**config.mk**
```make
export PLATFORM = sky130hd
export DESIGN_NAME = tl_buffer_param_flat
export DESIGN_NICKNAME = d
export VERILOG_FILES = /design/src/rtl/tl_buffer_param_if.sv /design/src/rtl/tl_buffer_param.sv /design/src/flat_wrapper.sv
export SDC_FILE = /design/constraint.sdc
export NUM_CORES = 1
export LEC_CHECK = 0
export CORE_MARGIN = 3
export CORE_UTILIZATION = 45
export CTS_BUF_LIST = sky130_fd_sc_hd__clkbuf_16
export DETAILED_ROUTE_END_ITERATION = 16
export DONT_BUFFER_PORTS = 1
export SLEW_MARGIN = 10
export SYNTH_ARGS = -nofsm -noshare
export SYNTH_HDL_FRONTEND = slang
export SYNTH_SLANG_ARGS = --single-unit
export TNS_END_PERCENT = 100
```
**constraint.sdc**
```tcl
create_clock -name clock -period 21.3 [get_ports clock]
set_clock_uncertainty 0.15 [all_clocks]
set_input_delay 3.195 -clock clock [delete_from_list [all_inputs] [get_ports clock]]
set_output_delay 3.195 -clock clock [all_outputs]
set_load 0.01 [all_outputs]
```
**src/rtl/tl_buffer_param_if.sv**
```systemverilog
// tl_buffer_param_if: one valid/ready/bits channel; master drives valid+bits, slave drives ready
interface tl_buffer_param_if #(parameter int W = 1);
  logic valid;
  logic ready;
  logic [W-1:0] bits;
  modport master(output valid, bits, input ready);
  modport slave(input valid, bits, output ready);
endinterface

```
**src/rtl/tl_buffer_param.sv**
```systemverilog
// tl_buffer_param: TL-UL A/D buffer (per-channel FIFO depth/flow/pipe, inflight limiter); ports clock, reset, in_a/out_d slave, out_a/in_d master, a_count, d_count, inflight
module tl_buffer_param #(
  parameter int ADDR_W = 32,
  parameter int DATA_W = 32,
  parameter int SIZE_W = 4,
  parameter int SRC_W = 4,
  parameter int A_DEPTH = 2,
  parameter int D_DEPTH = 2,
  parameter bit A_FLOW = 0,
  parameter bit A_PIPE = 0,
  parameter bit D_FLOW = 0,
  parameter bit D_PIPE = 0,
  parameter int MAX_INFLIGHT = 0,
  localparam int ACW = A_DEPTH > 0 ? $clog2(A_DEPTH + 1) : 1,
  localparam int DCW = D_DEPTH > 0 ? $clog2(D_DEPTH + 1) : 1,
  localparam int IF_W = MAX_INFLIGHT > 0 ? $clog2(MAX_INFLIGHT + 1) : 1
) (
  input  logic clock,
  input  logic reset,
  tl_buffer_param_if.slave in_a,
  tl_buffer_param_if.master out_a,
  tl_buffer_param_if.slave out_d,
  tl_buffer_param_if.master in_d,
  output logic [ACW-1:0] a_count,
  output logic [DCW-1:0] d_count,
  output logic [IF_W-1:0] inflight
);
  localparam int MASK_W = DATA_W / 8;
  localparam int LB = $clog2(MASK_W);
  localparam int BW = 1 << SIZE_W;
  localparam int A_W = 3 + 3 + SIZE_W + SRC_W + ADDR_W + 7 + MASK_W + DATA_W + 1;
  localparam int D_W = 3 + 2 + SIZE_W + SRC_W + 1 + 1 + DATA_W + 1;
  function automatic logic [BW-1:0] extra(input logic [SIZE_W-1:0] s, input logic data);
    return data && s > SIZE_W'(LB) ? (BW'(1) << (s - SIZE_W'(LB))) - BW'(1) : '0;
  endfunction
  logic a_deq_valid, a_deq_ready, a_enq_ready;
  logic [A_W-1:0] a_deq_bits;
  logic d_deq_valid, d_enq_ready;
  logic [D_W-1:0] d_deq_bits;
  if (A_DEPTH > 0) begin : g_a
    localparam int PW = A_DEPTH > 1 ? $clog2(A_DEPTH) : 1;
    logic [A_W-1:0] mem [A_DEPTH];
    logic [PW-1:0] wp, rp;
    logic [ACW-1:0] cnt;
    logic empty, flow, wr, rd;
    always_comb begin
      empty = cnt == '0;
      flow = A_FLOW && empty;
      a_deq_valid = !empty || (flow && in_a.valid);
      a_deq_bits = flow ? in_a.bits : mem[rp];
      a_enq_ready = cnt != ACW'(A_DEPTH) || (A_PIPE && a_deq_ready);
      wr = in_a.valid && a_enq_ready && !(flow && a_deq_ready);
      rd = a_deq_valid && a_deq_ready && !flow;
    end
    always_ff @(posedge clock) begin
      if (reset) begin
        wp <= '0;
        rp <= '0;
        cnt <= '0;
      end else begin
        if (wr) begin
          mem[wp] <= in_a.bits;
          wp <= wp == PW'(A_DEPTH - 1) ? '0 : wp + 1'b1;
        end
        if (rd) rp <= rp == PW'(A_DEPTH - 1) ? '0 : rp + 1'b1;
        cnt <= cnt + ACW'(wr) - ACW'(rd);
      end
    end
    assign a_count = cnt;
  end else begin : g_a
    assign a_deq_valid = in_a.valid;
    assign a_deq_bits = in_a.bits;
    assign a_enq_ready = a_deq_ready;
    assign a_count = '0;
  end
  if (D_DEPTH > 0) begin : g_d
    localparam int PW = D_DEPTH > 1 ? $clog2(D_DEPTH) : 1;
    logic [D_W-1:0] mem [D_DEPTH];
    logic [PW-1:0] wp, rp;
    logic [DCW-1:0] cnt;
    logic empty, flow, wr, rd;
    always_comb begin
      empty = cnt == '0;
      flow = D_FLOW && empty;
      d_deq_valid = !empty || (flow && out_d.valid);
      d_deq_bits = flow ? out_d.bits : mem[rp];
      d_enq_ready = cnt != DCW'(D_DEPTH) || (D_PIPE && in_d.ready);
      wr = out_d.valid && d_enq_ready && !(flow && in_d.ready);
      rd = d_deq_valid && in_d.ready && !flow;
    end
    always_ff @(posedge clock) begin
      if (reset) begin
        wp <= '0;
        rp <= '0;
        cnt <= '0;
      end else begin
        if (wr) begin
          mem[wp] <= out_d.bits;
          wp <= wp == PW'(D_DEPTH - 1) ? '0 : wp + 1'b1;
        end
        if (rd) rp <= rp == PW'(D_DEPTH - 1) ? '0 : rp + 1'b1;
        cnt <= cnt + DCW'(wr) - DCW'(rd);
      end
    end
    assign d_count = cnt;
  end else begin : g_d
    assign d_deq_valid = out_d.valid;
    assign d_deq_bits = out_d.bits;
    assign d_enq_ready = in_d.ready;
    assign d_count = '0;
  end
  logic [BW-1:0] a_rem, d_rem;
  logic [IF_W-1:0] inflight_q;
  logic gate, a_first, a_fire, d_fire, d_last, inc, dec;
  logic a_data, d_data;
  logic [SIZE_W-1:0] a_size, d_size;
  // a_rem/d_rem hold beats still to come in the current burst; zero means the next beat opens one
  assign a_first = a_rem == '0;
  assign gate = MAX_INFLIGHT > 0 && a_first && inflight_q == IF_W'(MAX_INFLIGHT);
  assign a_deq_ready = out_a.ready && !gate;
  assign out_a.valid = a_deq_valid && !gate;
  assign out_a.bits = a_deq_bits;
  assign in_a.ready = a_enq_ready;
  assign in_d.valid = d_deq_valid;
  assign in_d.bits = d_deq_bits;
  assign out_d.ready = d_enq_ready;
  assign inflight = inflight_q;
  always_comb begin
    a_data = !a_deq_bits[A_W-1];
    a_size = a_deq_bits[A_W-7 -: SIZE_W];
    d_data = out_d.bits[D_W-1 -: 3] == 3'd1;
    d_size = out_d.bits[D_W-6 -: SIZE_W];
    a_fire = a_deq_valid && a_deq_ready;
    d_fire = out_d.valid && d_enq_ready;
    d_last = d_rem == '0 ? extra(d_size, d_data) == '0 : d_rem == BW'(1);
    inc = MAX_INFLIGHT > 0 && a_fire && a_first;
    dec = MAX_INFLIGHT > 0 && d_fire && d_last && inflight_q != '0;
  end
  always_ff @(posedge clock) begin
    if (reset) begin
      a_rem <= '0;
      d_rem <= '0;
      inflight_q <= '0;
    end else begin
      if (a_fire) a_rem <= a_first ? extra(a_size, a_data) : a_rem - 1'b1;
      if (d_fire) d_rem <= d_rem == '0 ? extra(d_size, d_data) : d_rem - 1'b1;
      inflight_q <= inflight_q + IF_W'(inc) - IF_W'(dec);
    end
  end
endmodule

```
**src/flat_wrapper.sv**
```systemverilog
// flat-port wrapper written by rule: the top's interface ports become plain ports
module tl_buffer_param_flat 
#(
  parameter int ADDR_W = 32,
  parameter int DATA_W = 32,
  parameter int SIZE_W = 4,
  parameter int SRC_W = 4,
  parameter int A_DEPTH = 2,
  parameter int D_DEPTH = 2,
  parameter bit A_FLOW = 0,
  parameter bit A_PIPE = 0,
  parameter bit D_FLOW = 0,
  parameter bit D_PIPE = 0,
  parameter int MAX_INFLIGHT = 0,
  localparam int ACW = A_DEPTH > 0 ? $clog2(A_DEPTH + 1) : 1,
  localparam int DCW = D_DEPTH > 0 ? $clog2(D_DEPTH + 1) : 1,
  localparam int IF_W = MAX_INFLIGHT > 0 ? $clog2(MAX_INFLIGHT + 1) : 1
)
  (clock, reset, a_count, d_count, inflight, in_a_valid, in_a_bits, in_a_ready, out_a_valid, out_a_bits, out_a_ready, out_d_valid, out_d_bits, out_d_ready, in_d_valid, in_d_bits, in_d_ready);
  tl_buffer_param_if #(.W((90))) in_a_i ();
  tl_buffer_param_if #(.W((90))) out_a_i ();
  tl_buffer_param_if #(.W((48))) out_d_i ();
  tl_buffer_param_if #(.W((48))) in_d_i ();
  input  logic clock;
  input  logic reset;
  output logic [ACW-1:0] a_count;
  output logic [DCW-1:0] d_count;
  output logic [IF_W-1:0] inflight;
  input wire logic [$bits(in_a_i.valid)-1:0] in_a_valid;
  input wire logic [$bits(in_a_i.bits)-1:0] in_a_bits;
  output wire logic [$bits(in_a_i.ready)-1:0] in_a_ready;
  output wire logic [$bits(out_a_i.valid)-1:0] out_a_valid;
  output wire logic [$bits(out_a_i.bits)-1:0] out_a_bits;
  input wire logic [$bits(out_a_i.ready)-1:0] out_a_ready;
  input wire logic [$bits(out_d_i.valid)-1:0] out_d_valid;
  input wire logic [$bits(out_d_i.bits)-1:0] out_d_bits;
  output wire logic [$bits(out_d_i.ready)-1:0] out_d_ready;
  output wire logic [$bits(in_d_i.valid)-1:0] in_d_valid;
  output wire logic [$bits(in_d_i.bits)-1:0] in_d_bits;
  input wire logic [$bits(in_d_i.ready)-1:0] in_d_ready;
  assign in_a_i.valid = in_a_valid;
  assign in_a_i.bits = in_a_bits;
  assign in_a_ready = in_a_i.ready;
  assign out_a_valid = out_a_i.valid;
  assign out_a_bits = out_a_i.bits;
  assign out_a_i.ready = out_a_ready;
  assign out_d_i.valid = out_d_valid;
  assign out_d_i.bits = out_d_bits;
  assign out_d_ready = out_d_i.ready;
  assign in_d_valid = in_d_i.valid;
  assign in_d_bits = in_d_i.bits;
  assign in_d_i.ready = in_d_ready;
  tl_buffer_param #(.ADDR_W(ADDR_W), .DATA_W(DATA_W), .SIZE_W(SIZE_W), .SRC_W(SRC_W), .A_DEPTH(A_DEPTH), .D_DEPTH(D_DEPTH), .A_FLOW(A_FLOW), .A_PIPE(A_PIPE), .D_FLOW(D_FLOW), .D_PIPE(D_PIPE), .MAX_INFLIGHT(MAX_INFLIGHT)) u_core (.clock(clock), .reset(reset), .in_a(in_a_i), .out_a(out_a_i), .out_d(out_d_i), .in_d(in_d_i), .a_count(a_count), .d_count(d_count), .inflight(inflight));
endmodule
```
* Word-level counts from Yosys, hierarchy flattened
Memory sizes are Yosys's and may differ from the RTL's. A register that Yosys moved wholly into a read port is not among the register bits.
Cells that the tools add are included.
** Cells by class
- Reductions and logical operators :: 8
- Equal/unequal tests :: 2
- Add/sub/neg operators :: 8
- Multiplexer cells :: 14
** Operator list (count)
- 2-to-1 mux 1 bit :: 14
- adder 1 bit (second input constant) :: 4
- adder 2 x 1 -> 2 bit :: 2
- logical AND 1 bit :: 4
- zero test 2 bit :: 2
- != test 2 bit (second input constant) :: 2
- subtractor 2 x 1 -> 2 bit :: 2
- zero test 1 bit :: 2
** Word-level totals
- Bits in registers :: 8
- Output and inout port bits :: 147
- Word-level logic and storage cells :: 40
- Memory bits (writable) :: 276
- Input bits :: 144
- Memories :: 2
** Memories
- u_core.g_a.mem :: words 2, width 90, rd ports 1, clocked after memory_dff 1, wr ports 1, line tl_buffer_param.sv:42 : logic [A_W-1:0] mem [A_DEPTH];
- u_core.g_d.mem :: words 2, width 48, rd ports 1, clocked after memory_dff 1, wr ports 1, line tl_buffer_param.sv:78 : logic [D_W-1:0] mem [D_DEPTH];

* Depth between registers and ports, before layout
- Depth after elaboration :: 5
- Gate-level depth with buffers :: 8
- Mapped depth without buffers :: 8

* Worst setup path after synthesis
No wires, ideal clock.
- Kind :: input port to flip-flop
- Start point :: in in_a_valid
- End point :: mem u_core.g_a.mem[1][0] in the netlist's numbering, enable pin
- Data required time :: 20.481 ns
- Stages on the path :: 2
- Path buffers :: 0
- Data arrival time :: 9.801 ns
- Library setup time :: 0.669 ns
- Path slack :: 10.679 ns
- Cell sequence :: nand2_1 -> nor3b_1
** Between the ends
- Cells in the longest elaborated chain, start to end :: 4
** RTL lines
- from (decl) :: line flat_wrapper.sv:29 : input wire logic [$bits(in_a_i.valid)-1:0] in_a_valid;
- logical AND 1 bit :: line tl_buffer_param.sv:52 : wr = in_a.valid && a_enq_ready && !(flow && a_deq_ready);
- 2-to-1 mux 1 bit :: line tl_buffer_param.sv:61 : if (wr) begin
- 2-to-1 mux 1 bit :: line tl_buffer_param.sv:56 : if (reset) begin
- 2-to-1 mux 1 bit (implied by the code) :: line tl_buffer_param.sv:62 : mem[wp] <= in_a.bits;
- to (decl) :: line tl_buffer_param.sv:42
No other way between the ends.

==> reports/qor.csv <==
stage,metric,value,unit
synthesis,yosysSeqAreaShare,0.808,
synthesis,synth.avg_cell_area,21.4,um2
clock_network,postCtsSetupBuffers,0,
floorplan,core_area,0.0228,mm2
clock_network,hold_buffers,0,
layout,antenna_cells,0,
pwr,swShare,0.258,
synthesis,netlist_instances,491,
placed_design,place_hpwl,12700,um
synthesis,ys.flop_type,edfxtp_1,
grt,antenna_found_initial,0,
hold_path,whs_endpoint,u_core.g_d.wp$_SDFFE_PP0P_,
pwr,combinationalPowerShare,0.167,
worst_setup_path,end_kind,output port,
grt,grt_pass1_vias,4646,
pwr,p_int,1.03,mW
route,route.detailed.drc,0,
worst_setup_path,max_stage_delay,1.05,ns
sta,finalCritPeriodShare,0.256,
pwr,max-vdd-ir-drop,0.0000803,V
layout,post_route_cells_drive_above_1_share,0.360,
clock_network,cts_tree,built,
layout,nets,657,
hold_path,min_from,u_core.g_d.wp$_SDFFE_PP0P_,
layout,syn_to_final_growth,11.0,%
sta,rsz0062_at_grt,no,
layout,final_cell_area,0.0117,mm2
hold_path,hold_depth,2,
clock_network,cts_buffers,29,
floorplan,std_cell_rows,55,
worst_setup_path,path_class,reg -> out,
sta,worst_pin_slew,1.18,ns
placed_design,numPortBuffers,0,
worst_setup_path,required,17.96,ns
pwr,power_density,119,mW/mm2
sta,setup_viol,0,
pwr,p_seq_frac,0.511,
worst_setup_path,r2r-end,u_core.g_a.mem[1][76]$_DFFE_PP_,
route,vias_per_cell,5.17,
worst_setup_path,critPathArrivalTime,2.10,ns
grt,grt.overflow.total,0,
grt,grt_max_degree,91,
floorplan,top_level_ports,291,
floorplan,die_h,159,um
floorplan,die_x,159,um
worst_setup_path,crit_chain,mux2_2,
worst_setup_path,critPathSlowestCell,dfxtp_2,
clock_network,h-tree-depth,1,
run,drv_cap,0,
synthesis,synth.cell_area,0.0105,mm2
grt,grt_usage,0.145,
synthesis,ys_warn_count,0,
synthesis,synth_cell_types,27,
pwr,p_switching,358,uW
sta,relSlewSlack,0.208,
sta,fmax,184,MHz
hold_path,hp-class,reg -> reg,
worst_setup_path,start_kind,flip-flop,
clock_network,cts_root_buf,clkbuf_16,
route,drt-total-wl,19000,um
clock_network,post_cts_resized,0,
route,firstDrtPassIters,4,
sta,slew_viol_final,0,
route,drt_iter0_markers,206,
synthesis,syn_nets,638,
worst_setup_path,r2r-start,u_core.a_count[1]$_SDFF_PP0_,
pwr,p_leak,3.74,nW
clock_network,cts.clk_slew.worst_paths,0.06,ns
sta,finalSetupTns,0,ns
worst_setup_path,rrSetupSlack,17.98,ns
placed_design,dpl_cell_area,0.0108,mm2
synthesis,synthArstFlopShare,0,
route,num_vias,4358,
grt,grt_pass1_wl,28500,um
route,postRouteAntennaNets,0,
sta,period_needed,5.45,ns
worst_setup_path,cp_max_fo,48,
placed_design,globalplace.congestion,0.731,
route,wire_per_inst,22.5,um
run_status,status,finished clean,
synthesis,synth-edff-count,276,
floorplan,start_util,0.461,
sta,hold_violations,0,
floorplan,die_area,0.0252,mm2
worst_setup_path,r2r_cells,5,
clock_network,clk_latency,0.53,ns
clock_network,clock-sinks,286,
clock_network,clockBufferDepth,3,
pwr,p_clk_frac,0.322,
worst_setup_path,critPathTopFamily,flip-flops,
worst_setup_path,critPathBufInv,0,
synthesis,ys_ff_latch,286,
## worst max-delay path by stage
stage,end,slack [ns],cells after the start
after floorplan,u_core.g_a.mem[1][0]$_DFFE_PP_,10.68,2
after global placement,u_core.g_a.mem[1][75]$_DFFE_PP_,15.63,3
after detailed placement,u_core.g_a.mem[1][73]$_DFFE_PP_,15.50,3
after CTS,out_a_bits[55],15.70,1
after global routing,in_d_bits[20],15.70,1
final,in_d_bits[20],15.85,1
## metal layers
layer | track usage | wire length (um) | vias to the layer above
li1 | - | - | 1958
met5 | 0 | 0 | -
met3 | 0.0895 | 2700 | 37
met2 | 0.247 | 9260 | 220
met4 | 0.0402 | 498 | 0
met1 | 0.149 | 6520 | 2143
## cell usage after synthesis, drive strengths merged (2+ instances only)
master	instances	area share
nand2	3	0.0011
o21a	2	0.0014
nor3	5	0.0024
or2	2	0.0012
mux2	139	0.15
nor2b	5	0.0037
nor3b	2	0.0014
inv	8	0.0029
o21ai	2	0.00095
or3	2	0.0012
ha	3	0.0036
xnor2	2	0.0017
edfxtp	276	0.79
nor2	6	0.0021
a21oi	2	0.00095
buf	16	0.015
dfxtp	10	0.019
## cell type report
class                   instances  area, um2
repair buffers                  5       57.6
clock buffers                  29        726
well taps                     313        392
multi-input cells             180       1850
flip-flops and latches        286       8490
fillers                      1840      11100
inverters                       8       30.0
clock inverters                22        123
## logic make-up after synthesis
group                    share of synthesized area
flip-flops                                   0.808
buffers and inverters                       0.0184
XOR/XNOR                                   0.00250
AO/OA/AOI/OAI                              0.00405
multiplexers                                 0.150
adder cells (fa/ha/maj)                    0.00357
AND/OR/NAND/NOR                             0.0137
other                                     0.000357
## placed cells by master, fill, tap and decap left out, types with 2 or more instances in the layout
cell       netlist  final
edfxtp_1       276    276
mux2_2         138    138
clkbuf_16        0     29
inv_1            8     13
clkinv_2         0      8
dfxtp_1         10      8
clkinv_1         0      7
nor2_1           6      6
nor2b_1          4      4
buf_4            2      4
nand2_1          3      3
nor3_1           5      3
ha_1             3      3
o21a_1           2      2
or2_2            2      2
nor3b_2          0      2
nor3_2           0      2
xnor2_1          2      2
o21ai_0          2      2
or3_1            2      2
a21oi_1          2      2
## power groups by stage
stage                     clock network [mW]  logic (mW)  registers, mW
final                                  0.447       0.233          0.710
after global routing                   0.483       0.249          0.716
after global placement                     0       0.216          0.733
after CTS                              0.461       0.219          0.726
after floorplan                            0       0.224          0.702
after detailed placement                   0       0.218          0.737
## metrics by stage
| step | total power, mW | hold WS [ns] | utilization | cells | setup WS (ns) |
|---|---|---|---|---|---|
| 5_1_grt | 1.45 | 0.373 | 0.512 | 843 | 15.70 |
| 4_1_cts | 1.41 | 0.365 | 0.511 | 842 | 15.70 |
| 3_3_place_gp | 0.949 | 0.335 | 0.474 | 791 | 15.63 |
| 6_report | 1.39 | 0.362 | 0.512 | 843 | 15.85 |
| 3_5_place_dp | 0.955 | 0.352 | 0.474 | 791 | 15.50 |
| 2_1_floorplan | 0.925 | 0.317 | - | 491 | 10.68 |
## sequential cells by signal, indices dropped and copies added (netlist names), named ones only
signal          cells
u_core.g_a.rp       1
u_core.g_d.rp       1
u_core.d_count      2
u_core.g_d.mem     96
u_core.g_a.mem    180
u_core.g_d.wp       1
u_core.g_a.wp       1
u_core.a_count      2
Power figures use the tool's default switching activity.
